$ cat src/rtl/palindrome_control.sv
// Control FSM for the palindrome datapath: walks front/back pointers inward and reports pass/fail.
// Optional iteration timeout is built when PAL_TIMEOUT_EN is defined.
module palindrome_control #(
   parameter int MAX_ITERS = 16,
   parameter int CNT_W     = 5
) (
   input  logic clock,
   input  logic reset,
   input  logic go,
   input  logic front_ge_back,
   input  logic a_ne_b,
   output logic ld,
   output logic sel,
   output logic done,
   output logic palindrome
`ifdef PAL_TIMEOUT_EN
   ,
   output logic timeout
`endif
);

   typedef enum logic [2:0] {IDLE, LOAD, CHECK, PASS, FAIL} state_t;

   state_t state, next_state;
   logic   to_hit;

   if (MAX_ITERS > (2**CNT_W) - 1) begin : g_param_chk
      $error("MAX_ITERS does not fit in CNT_W bits");
   end

`ifdef PAL_TIMEOUT_EN
   logic [CNT_W-1:0] iter;
`endif

   always_comb begin
      next_state = state;
      ld         = 1'b0;
      sel        = 1'b0;
      to_hit     = 1'b0;
      case (state)
         IDLE: if (go) next_state = LOAD;
         LOAD: begin
            ld         = 1'b1;
            next_state = CHECK;
         end
         CHECK: begin
            // Crossing beats mismatch so an odd middle element compares with itself and passes.
            if (front_ge_back)  next_state = PASS;
            else if (a_ne_b)    next_state = FAIL;
`ifdef PAL_TIMEOUT_EN
            else if (iter == CNT_W'(MAX_ITERS)) begin
               next_state = FAIL;
               to_hit     = 1'b1;
            end
`endif
            else begin
               ld  = 1'b1;
               sel = 1'b1;
            end
         end
         PASS, FAIL: if (go) next_state = LOAD;
         default: next_state = IDLE;
      endcase
   end

   always_ff @(posedge clock) begin
      if (reset) begin
         state      <= IDLE;
         done       <= 1'b0;
         palindrome <= 1'b0;
      end else begin
         state      <= next_state;
         done       <= (next_state == PASS) || (next_state == FAIL);
         palindrome <= (next_state == PASS);
      end
   end

`ifdef PAL_TIMEOUT_EN
   always_ff @(posedge clock) begin
      if (reset) begin
         iter    <= '0;
         timeout <= 1'b0;
      end else begin
         if (state == LOAD)              iter <= '0;
         else if (state == CHECK && ld)  iter <= iter + 1'b1;
         if (next_state == LOAD)         timeout <= 1'b0;
         else if (to_hit)                timeout <= 1'b1;
      end
   end
`else
   logic unused_to;
   assign unused_to = to_hit;
`endif

endmodule

$ cat config.mk
export PLATFORM = sky130hd
export DESIGN_NAME = palindrome_control
export DESIGN_NICKNAME = d
export VERILOG_FILES = /design/src/rtl/palindrome_control.sv
export SDC_FILE = /design/constraint.sdc
export NUM_CORES = 1
export LEC_CHECK = 0
export ABC_CLOCK_PERIOD_IN_PS = 1700
export BUFFER_PORTS_ARGS = -buffer_cell sky130_fd_sc_hd__buf_4
export CORE_AREA = 4 4 41 43
export DETAILED_ROUTE_END_ITERATION = 12
export DIE_AREA = 0 0 45 47
export PLACE_DENSITY = 0.33
export SLEW_MARGIN = 20
export SYNTH_ARGS = -nofsm -noshare
export SYNTH_HDL_FRONTEND = slang
export SYNTH_SLANG_ARGS = --single-unit
$ cat constraint.sdc
create_clock -name clock -period 1.7 [get_ports clock]
set_input_delay 0 -clock clock [delete_from_list [all_inputs] [get_ports clock]]
set_output_delay 0 -clock clock [all_outputs]
set_load 0.02 [all_outputs]
==> flow_summary_export.csv <==
group,metric,value,unit
run_status,status,"complete, no violations",
detailed_routing,dr.pass1.iters,2,
critical_path,cpPeakStageDelay,0.46,ns
sta,slew_viol_final,0,
power_and_ir_drop,p_leak,0.1637,nW
critical_path,critPathTopFamily,"flip-flops",
clock_network,postCtsSetupRepairBufs,0,
min_path,holdPathEnd,"state[0]",
detailed_routing,vias,224,
synthesis,synth_area_per_cell,9.910,sq um
finish,antennaDiodeCount,0,
global_routing,track_usage,0.06097,
power_and_ir_drop,ir_drop,0.3726,mV
critical_path,rrSetupSlack,0.58,ns
sta,finalCriticalPeriod,1.214,ns
detailed_routing,routed_wl,551,um
finish,syn_to_final_growth,46.46,%
critical_path,path_class,"reg -> out",
clock_network,tritoncts,"yes",
sta,fin_crit_sh,0.7140,
synthesis,syn_inst,25,
clock_network,htree_levels,1,
sta,slew_headroom,0.7487,
power_and_ir_drop,finalPower,0.3352,mW
synthesis,ys_seq_area_frac,0.4040,
flow_run,drv_cap,0,
floorplanning,floorplan.io_pins,9,
finish,fillerInstances,152,
finish,drive_gt1_frac,0.3947,
global_routing,grt_pass1_vias,210,
min_path,holdPathStages,3,
detailed_routing,wire_per_inst,10.40,um
synthesis,syn_area,247.7,sq um
critical_path,r2r-start,"state[2]",
finish,final_common_cell,"buf_4",
clock_network,root_buffer,"clkbuf_4",
sta,finalClockSkew,0.006258,ns
sta,finalHoldViolations,0,
global_routing,grt_pass1_wl,841,um
critical_path,r2r_end,"done",
critical_path,cp_slowest_cell,"dfxtp_1",
clock_network,cts_buffers,3,
critical_path,crit_path_cell_trace,"nand2b_4 > nor4_2 > a21o_1 > buf_4",
global_routing,grt_max_degree,8,
clock_network,cts_buffer_depth,2,
finish,layout_common_cells,"8 x buf_4, 5 x nor2_1, 5 x dfxtp_1",
min_path,hold_class,"in -> reg",
synthesis,synth_cell_types,16,
critical_path,reg2regPathDepth,3,
placement,dpl.hpwl,429,um
sta,setup_viol,0,
min_path,hp-start,"go",
finish,nets,44,
critical_path,arrival,1.21,ns
floorplanning,rows,13,
floorplanning,fp.dieH,47,um
floorplanning,start_util,0.1904,
floorplanning,fp.dieW,45,um
synthesis,synth_warnings,0,
clock_network,clk_transition_reported_paths,0.05,ns
detailed_routing,drt_first_iter_violations,3,
detailed_routing,drc,0,
critical_path,crit_fanout,7,
floorplanning,dieArea,2115,sq um
global_routing,overflow,0,
placement,place_congestion,0.7299,
placement,io_buffers,8,
clock_network,cts_sinks,5,
global_routing,grt_antenna_before_repair,0,
detailed_routing,viasPerCell,4.226,
detailed_routing,detail-route-antenna-nets,0,
critical_path,crit_buf_inv,1,
critical_path,start_kind,"flip-flop",
synthesis,synth-seq-cells,5,
sta,max_freq,823.9,MHz
sta,fin_tns_setup,0,ns
power_and_ir_drop,power.density,923.8,nW/um^2
floorplanning,core,1301,sq um
critical_path,worstPathRequired,1.70,ns
synthesis,synth_fp_nets,30,
clock_network,clkLatencyLatePin,0.24,ns
sta,worst_slew_pin_slew,0.3751,ns
sta,grt_setup_unrepaired,"no",
critical_path,worst_setup_path_end_kind,"output pin",
## routing by layer
| metal | up-vias | track usage | share of wire | wire, um |
|---|---|---|---|---|
| met4 | 0 | 0.03509 | 0 | 0 |
| li1 | 119 | - | - | - |
| met5 | - | 0 | 0 | 0 |
| met1 | 99 | 0.06178 | 0.46 | 255 |
| met3 | 0 | 0.06513 | 0.11 | 58 |
| met2 | 6 | 0.07627 | 0.43 | 237 |
## stage by stage
stage,instance area [sq um],worst slack [ns],util,hold WS (ns),instances
2_1_floorplan,247.7,0.5264,-,0.05636,25
3_3_place_gp,326.6,0.5844,0.2510,0.2147,48
3_5_place_dp,326.6,0.5663,0.2510,0.2102,48
4_1_cts,362.8,0.4567,0.2788,0.03514,53
5_1_grt,362.8,0.3962,0.2788,0.03520,53
6_report,362.8,0.4862,0.2788,0.04001,53
## how the worst max path moves through the flow
stage / start / endpoint / slack (ns) / cells past startpoint
3_5_place_dp: state[2] / done / 0.57 / 3
5_1_grt: state[2] / ld / 0.40 / 4
3_3_place_gp: state[1] / palindrome / 0.58 / 3
2_1_floorplan: state[1] / ld / 0.53 / 3
4_1_cts: state[2] / ld / 0.46 / 4
6_report: state[1] / ld / 0.49 / 4
## final cells by class
cell class              instances  area (sq um)  share of cell area
inverters                       2         7.507             0.02069
flip-flops and latches          5         100.1              0.2759
multi-input cells              18         140.1              0.3862
repair buffers                  9         70.07              0.1931
well taps                      15         18.77             0.05172
clock buffers                   4         26.28             0.07241
## cells by family after synthesis
| group | share of synthesized area |
|---|---|
| AO/OA/AOI/OAI | 0.2323 |
| buffers and inverters | 0.03031 |
| flip-flops | 0.4041 |
| AND/OR/NAND/NOR | 0.3333 |
## cells in the mapped netlist (all sizes together)
cell,n,area share
nor4,2,0.076
dfxtp,5,0.40
nor3b,1,0.030
a2bb2oi,1,0.061
a31oi,1,0.025
o41ai,1,0.066
a21boi,1,0.030
nand2b,2,0.081
o21ai,1,0.020
inv,2,0.030
nor2,5,0.076
a21o,1,0.030
and4bb,1,0.050
nor3,1,0.020
## registers in the layout, indices dropped and copies added, names as in the netlist
register / flops
state: 3
done: 1
palindrome: 1
## report_power, final
part	total (mW)	internal [mW]	switching [mW]
clock network	0.136	0.0887	0.0478
registers	0.135	0.125	0.00979
logic	0.0639	0.0323	0.0315
## repair_timing
action / 4_1_cts / 5_1_grt
endpoints found under the hold margin: 4 / 0
hold buffers: 1 / 0
gates resized for setup: 0 / 0
## worst min-delay path: stages
cell and delay (ns):
buf_4 0.10, a2bb2oi_2 0.07, nor2_1 0.08
Note: power is estimated with default switching activity, not from simulation.
